`src/rtl/digpot_seq_pkg.sv`:
```
// Shared encodings for the three-wire digital pot sequencer.
// Position width, pin idle levels and FSM states live here.
package digpot_seq_pkg;

  localparam int POS_W  = 7;
  localparam int STEP_W = POS_W + 1;

  localparam logic CS_IDLE  = 1'b1;
  localparam logic INC_IDLE = 1'b1;
  localparam logic UD_IDLE  = 1'b0;

  typedef enum logic [2:0] {
    S_HOME,
    S_IDLE,
    S_SETUP,
    S_LOW,
    S_HIGH,
    S_STORE_HI,
    S_STORE,
    S_DESEL
  } dp_state_e;

  function automatic logic [POS_W-1:0] clamp_pos(
    input logic [POS_W-1:0] t,
    input logic [POS_W-1:0] lim
  );
    return (t > lim) ? lim : t;
  endfunction

endpackage

```
`src/rtl/digpot_seq_if.sv`:
```
// Request handshake between the bus side and the pot sequencer.
// The bus side is the master; the sequencer is the slave.
interface digpot_seq_if;
  import digpot_seq_pkg::*;

  logic             req_valid;
  logic [POS_W-1:0] req_target;
  logic             req_store;
  logic             req_ready;

  modport master (
    output req_valid,
    output req_target,
    output req_store,
    input  req_ready
  );

  modport slave (
    input  req_valid,
    input  req_target,
    input  req_store,
    output req_ready
  );

endinterface

```
`src/rtl/digpot_timer.sv`:
```
// Loadable dwell counter for the pot sequencer states.
// The load strobe is registered, so the count starts one cycle late.
module digpot_timer #(
  parameter int W = 8
) (
  input  logic         clk_in,
  input  logic         reset,
  input  logic         load,
  input  logic [W-1:0] len,
  output logic         expired
);

  logic [W-1:0] cnt;

  // len-2 absorbs the registered load cycle and the expiry cycle
  always_ff @(posedge clk_in) begin
    if (!reset) begin
      cnt <= '0;
    end else if (load) begin
      cnt <= len - W'(2);
    end else if (cnt != '0) begin
      cnt <= cnt - W'(1);
    end
  end

  assign expired = (cnt == '0) & ~load;

endmodule

```
`src/rtl/digpot_seq.sv`:
```
// Wiper sequencer: homes the pot, then steps it to requested taps
// with divider-timed CS#/U/D/INC# pulses and optional store.
module digpot_seq
  import digpot_seq_pkg::*;
#(
  parameter int CLK_DIV   = 50,
  parameter int WIPER_MAX = 99,
  parameter int STORE_CYC = 1000
) (
  input  logic             clk_in,
  input  logic             reset,
  digpot_seq_if.slave      req,
  output logic             busy,
  output logic             done,
  output logic [POS_W-1:0] wiper_pos,
  output logic             dp_cs_n,
  output logic             dp_inc_n,
  output logic             dp_ud
);

  localparam int DW_MAX =
    (CLK_DIV > STORE_CYC) ? CLK_DIV : STORE_CYC;
  localparam int TW = $clog2(DW_MAX) + 1;

  localparam logic [TW-1:0] T_DIV = TW'(CLK_DIV);
  localparam logic [TW-1:0] T_STO = TW'(STORE_CYC);
  localparam logic [POS_W-1:0] P_MAX = POS_W'(WIPER_MAX);
  localparam logic [STEP_W-1:0] HOME_STEPS =
    STEP_W'(WIPER_MAX + 1);

  dp_state_e         state;
  logic              ready;
  logic              dir;
  logic              store;
  logic [STEP_W-1:0] steps;
  logic              t_load;
  logic [TW-1:0]     t_len;
  logic              t_exp;

  logic [POS_W-1:0]  tgt;
  logic              acc_dir;
  logic [STEP_W-1:0] acc_steps;
  logic              accept;
  logic [POS_W-1:0]  pos_nxt;

  assign req.req_ready = ready;
  assign accept = req.req_valid & ready;

  assign tgt     = clamp_pos(req.req_target, P_MAX);
  assign acc_dir = tgt > wiper_pos;
  assign acc_steps = acc_dir
    ? STEP_W'(tgt - wiper_pos)
    : STEP_W'(wiper_pos - tgt);

  // Saturating step; homing leans on the low clamp
  always_comb begin
    pos_nxt = wiper_pos;
    unique case (1'b1)
      dir && (wiper_pos != P_MAX):
        pos_nxt = wiper_pos + POS_W'(1);
      !dir && (wiper_pos != '0):
        pos_nxt = wiper_pos - POS_W'(1);
      default: ;
    endcase
  end

  digpot_timer #(
    .W (TW)
  ) u_timer (
    .clk_in  (clk_in),
    .reset   (reset),
    .load    (t_load),
    .len     (t_len),
    .expired (t_exp)
  );

  always_ff @(posedge clk_in) begin
    if (!reset) begin
      state     <= S_HOME;
      dp_cs_n   <= CS_IDLE;
      dp_inc_n  <= INC_IDLE;
      dp_ud     <= UD_IDLE;
      ready     <= 1'b0;
      busy      <= 1'b1;
      done      <= 1'b0;
      wiper_pos <= '0;
      steps     <= '0;
      dir       <= 1'b0;
      store     <= 1'b0;
      t_load    <= 1'b0;
      t_len     <= '0;
    end else begin
      done   <= 1'b0;
      t_load <= 1'b0;
      unique case (state)
        S_HOME: begin
          dir       <= 1'b0;
          store     <= 1'b0;
          steps     <= HOME_STEPS;
          wiper_pos <= '0;
          dp_cs_n   <= 1'b0;
          dp_ud     <= 1'b0;
          dp_inc_n  <= 1'b1;
          t_load    <= 1'b1;
          t_len     <= T_DIV;
          state     <= S_SETUP;
        end
        S_IDLE: begin
          ready <= 1'b1;
          if (accept) begin
            ready <= 1'b0;
            steps <= acc_steps;
            dir   <= acc_dir;
            store <= req.req_store;
            if (acc_steps == '0 && !req.req_store) begin
              done <= 1'b1;
            end else begin
              busy    <= 1'b1;
              dp_cs_n <= 1'b0;
              dp_ud   <= acc_dir;
              t_load  <= 1'b1;
              t_len   <= T_DIV;
              state   <= S_SETUP;
            end
          end
        end
        S_SETUP, S_HIGH: begin
          if (t_exp) begin
            t_load <= 1'b1;
            t_len  <= T_DIV;
            if (steps != '0) begin
              dp_inc_n  <= 1'b0;
              wiper_pos <= pos_nxt;
              steps     <= steps - STEP_W'(1);
              state     <= S_LOW;
            end else begin
              state <= S_STORE_HI;
            end
          end
        end
        S_LOW: begin
          if (t_exp) begin
            t_load <= 1'b1;
            t_len  <= T_DIV;
            if (steps != '0) begin
              dp_inc_n <= 1'b1;
              state    <= S_HIGH;
            end else if (store) begin
              dp_inc_n <= 1'b1;
              state    <= S_STORE_HI;
            end else begin
              dp_cs_n <= 1'b1;
              state   <= S_DESEL;
            end
          end
        end
        S_STORE_HI: begin
          if (t_exp) begin
            dp_cs_n <= 1'b1;
            t_load  <= 1'b1;
            t_len   <= T_STO;
            state   <= S_STORE;
          end
        end
        S_STORE: begin
          if (t_exp) begin
            busy  <= 1'b0;
            ready <= 1'b1;
            done  <= 1'b1;
            state <= S_IDLE;
          end
        end
        S_DESEL: begin
          if (t_exp) begin
            dp_inc_n <= 1'b1;
            busy     <= 1'b0;
            ready    <= 1'b1;
            done     <= 1'b1;
            state    <= S_IDLE;
          end
        end
      endcase
    end
  end

endmodule

```
`src/flat_wrapper.sv`:
```
// flat-port wrapper written by rule: the top's interface ports become plain ports
module digpot_seq_flat import digpot_seq_pkg::*;
#(
  parameter int CLK_DIV   = 50,
  parameter int WIPER_MAX = 99,
  parameter int STORE_CYC = 1000
)
  (clk_in, reset, busy, done, wiper_pos, dp_cs_n, dp_inc_n, dp_ud, req_req_valid, req_req_target, req_req_store, req_req_ready);
  digpot_seq_if req_i ();
  input  logic clk_in;
  input  logic reset;
  output logic busy;
  output logic done;
  output logic [POS_W-1:0] wiper_pos;
  output logic dp_cs_n;
  output logic dp_inc_n;
  output logic dp_ud;
  input wire logic [$bits(req_i.req_valid)-1:0] req_req_valid;
  input wire logic [$bits(req_i.req_target)-1:0] req_req_target;
  input wire logic [$bits(req_i.req_store)-1:0] req_req_store;
  output wire logic [$bits(req_i.req_ready)-1:0] req_req_ready;
  assign req_i.req_valid = req_req_valid;
  assign req_i.req_target = req_req_target;
  assign req_i.req_store = req_req_store;
  assign req_req_ready = req_i.req_ready;
  digpot_seq #(.CLK_DIV(CLK_DIV), .WIPER_MAX(WIPER_MAX), .STORE_CYC(STORE_CYC)) u_core (.clk_in(clk_in), .reset(reset), .req(req_i), .busy(busy), .done(done), .wiper_pos(wiper_pos), .dp_cs_n(dp_cs_n), .dp_inc_n(dp_inc_n), .dp_ud(dp_ud));
endmodule
```
`config.mk`:
```
export PLATFORM = sky130hd
export DESIGN_NAME = digpot_seq_flat
export DESIGN_NICKNAME = d
export VERILOG_FILES = /design/src/rtl/digpot_seq_pkg.sv /design/src/rtl/digpot_seq_if.sv /design/src/rtl/digpot_timer.sv /design/src/rtl/digpot_seq.sv /design/src/flat_wrapper.sv
export SDC_FILE = /design/constraint.sdc
export NUM_CORES = 1
export LEC_CHECK = 0
export ABC_AREA = 1
export BUFFER_PORTS_ARGS = -buffer_cell sky130_fd_sc_hd__buf_4
export CORE_MARGIN = 2
export CORE_UTILIZATION = 55
export DETAILED_ROUTE_END_ITERATION = 6
export MAX_ROUTING_LAYER = met4
export PLACE_DENSITY = 0.74
export REMOVE_ABC_BUFFERS = 1
export SYNTH_ARGS = -nofsm -noshare
export SYNTH_HDL_FRONTEND = slang
export SYNTH_SLANG_ARGS = --single-unit
```
`constraint.sdc`:
```
create_clock -name clk_in -period 3.5 [get_ports clk_in]
set_input_delay 0.175 -clock clk_in [delete_from_list [all_inputs] [get_ports clk_in]]
set_output_delay 0.175 -clock clk_in [all_outputs]
set_load 0.005 [all_outputs]
```
==> results.yml <==
cells_and_area:
  num_antenna_cells: 0
  layout_common_cells: "nand2_1 (111), inv_1 (85), nor2_1 (49), dfxtp_1 (41)"
  fin_area_um2: 3700
  drive_above_1_share: 0.143
  layout_commonest_cell: "nand2_1"
  fillers: 544
  fin_nets: 575
  final_util: 0.625
  area_growth_pct: 9.97
global_route:
  grt_usage: 0.257
  grt_max_degree: 21
  grt_pass1_vias: 2961
  grt_pass1_wl_mm: 13.2
  antenna_found_initial: 0
  gr-total-overflow: 0
drt:
  dr.pass1.iters: 4
  drt-initial-drc-count: 122
  num_vias: 3261
  drt_wl_total_mm: 7.87
  final_antenna_net_count: 0
  viasPerCell: 5.31
  drc: 0
  avgRoutedWirePerCell_um: 12.8
cts:
  clk_path_buf_depth: 2
  cts_resized: 0
  cts_max_level: 2
  cts_buffers: 5
  cts_setup_buffers: 0
  clkTransAtPathRegs_ns: 0.08
  cts.sinks: 41
  cts_tree: "done"
  root_buffer: "clkbuf_8"
  postCtsHoldBufs: 0
  clk_latency_ns: 0.30
timing:
  fmax_ghz: 0.354
  period_share: 0.808
  finalSetupViolations: 0
  grt_setup_unrepaired: "no"
  relSlewSlack: 0.533
  maxSlewViolCount: 0
  tightest_slew_ns: 0.699
  fin_skew_ns: 0.00740
  tns_ns: 0
  hold_viol: 0
  layout_setup_ws_ns: 0.671
  fin_crit_ns: 2.83
job:
  cap_violations: 0
floorplanning:
  rows: 28
  ios: 24
  initial_core_util: 0.568
  dieArea_um2: 6760
  coreArea_um2: 5920
  die_w_um: 82.2
  fp.dieH_um: 82.2
yosys:
  synth.avg_cell_area_um2: 6.55
  syn-instance-count: 514
  synthDistinctLibCells: 45
  ys_seq_elements: 41
  syn_area_um2: 3360
  synthFlopType: "dfxtp_1"
  yosys_warnings: 0
  ys_seq_area_frac: 0.244
  async_flop_share: 0
  synth-edff-count: 0
pwr:
  p_leak_nw: 1.85
  power.density_nw_per_um2: 989
  ir_drop_mv: 0.609
place:
  gp_congestion: 0.932
  dpl.hpwl_mm: 6.29
  postPlaceCellArea_um2: 3600
  io_buffers: 23
  dpl_worst_slack_ns: 0.355
critical_path:
  critPathKind: "in2reg"
  required_ns: 3.67
  crit_family: "simple AND/OR/NAND/NOR gates"
  crit_chain: "buf_4 > inv_1 > a311oi_1 > nor2_1 > ha_1 > fa_1 > inv_1 > nand2_1 > nand2_1 > nand3_2 > nand2_4 > nand2_4 > nand3_1 > nand2_2 > nor2_4 > nand3_2 > nand2_2 > nand2_2 > o21ai_1 > nor2_1"
  r2r_setup_slack_ns: 0.85
  max_stage_delay_ns: 0.54
  startpoint_type: "primary input"
  arrival_ns: 3.00
  cp-end-kind: "flip-flop"
  worst-path-buf-inv: 3
  cp_common_cell: "nand2_2"
  path_max_fanout: 8
  crit_slowest_cell: "a311oi_1"
  r2r_cells: 17
  worst-path-stages: 20
hold_path:
  min_path_type: "in2reg"
  worstHoldPathCells: 3
run_status:
  outcome: "finished, final reports clean"
==> where the power goes <==
group | switching [mW] | internal (mW) | total (mW) | leakage (nW)
Clock | 0.177 | 0.160 | 0.337 | 0.0512
Combinational | 1.56 | 0.959 | 2.52 | 1.46
Sequential | 0.174 | 0.632 | 0.806 | 0.338
==> per-stage QoR <==
step,power [mW],cells,hold slack (ns)
2_1_floorplan,2.72,506,0.259
3_3_place_gp,3.26,606,0.446
3_5_place_dp,3.32,606,0.454
4_1_cts,3.66,614,0.140
5_1_grt,4.07,614,0.153
6_report,3.66,614,0.145
==> cells in the mapped netlist (all sizes together) (2+ instances only) <==
master / number / area [um^2]
nand2: 127 / 527
inv: 90 / 340
nor2: 58 / 265
nand3: 43 / 255
dfxtp: 41 / 821
a21oi: 35 / 175
o21ai: 27 / 139
ha: 23 / 288
nor3: 10 / 61.3
xor2: 10 / 87.6
nand4: 6 / 52.6
clkbuf: 5 / 18.8
or2: 4 / 25.0
a211oi: 3 / 22.5
buf: 3 / 23.8
fa: 3 / 60.1
o21a: 3 / 22.5
o221ai: 3 / 26.3
o22ai: 3 / 18.8
xnor2: 3 / 26.3
a311oi: 2 / 17.5
a31oi: 2 / 12.5
o211ai: 2 / 15.0
==> layout make-up <==
cell class / instances / area [um^2] / share of cell area
multi-input combinational: 374 / 2160 / 0.583
sequential: 41 / 821 / 0.222
inverter: 91 / 344 / 0.0930
timing repair buffer: 25 / 188 / 0.0507
tap: 75 / 93.8 / 0.0254
clock buffer: 6 / 82.6 / 0.0223
clock inverter: 2 / 13.8 / 0.00372
==> worst reg2reg max path: cells and delay by family, from the launching register on <==
kind | cells | cell delay, ns
simple gates | 11 | 1.05
compound gates | 2 | 0.24
flops | 1 | 0.51
fa+ha+maj | 1 | 0.52
buf+inv | 3 | 0.21
==> cell families after synthesis <==
family,Yosys count,synth area share
AND/OR/NAND/NOR,249,0.355
buffers and inverters,99,0.115
AO/OA/AOI/OAI,86,0.149
flip-flops,41,0.244
adder cells (fa/ha/maj),26,0.103
XOR/XNOR,13,0.0338
==> final timing paths <==
check	endpoint	startpoint
max	u_core.state[0]	req_req_target[3]
min	u_core.store	req_req_store
max reg2reg	u_core.state[0]	u_core.wiper_pos[2]
min reg2reg	u_core.dp_cs_n	u_core.dp_cs_n
==> layer usage <==
metal	part of all wire	track usage	wire (um)
met2	0.46	0.420	3640
met5	0	-	0
met1	0.50	0.325	3930
met4	0.0069	0.0800	54
met3	0.031	0.0402	240
==> sequential cells by signal (all words and copies together), names as in the netlist <==
| name | flops |
|---|---|
| u_core.busy | 1 |
| u_core.dir | 1 |
| u_core.done | 1 |
| u_core.dp_cs_n | 1 |
| u_core.dp_inc_n | 1 |
| u_core.dp_ud | 1 |
| u_core.req.req_ready | 1 |
| u_core.state | 3 |
| u_core.steps | 8 |
| u_core.store | 1 |
| u_core.t_len | 3 |
| u_core.t_load | 1 |
| u_core.u_timer.cnt | 11 |
| u_core.wiper_pos | 7 |
Note: power is estimated with default switching activity, not from simulation.
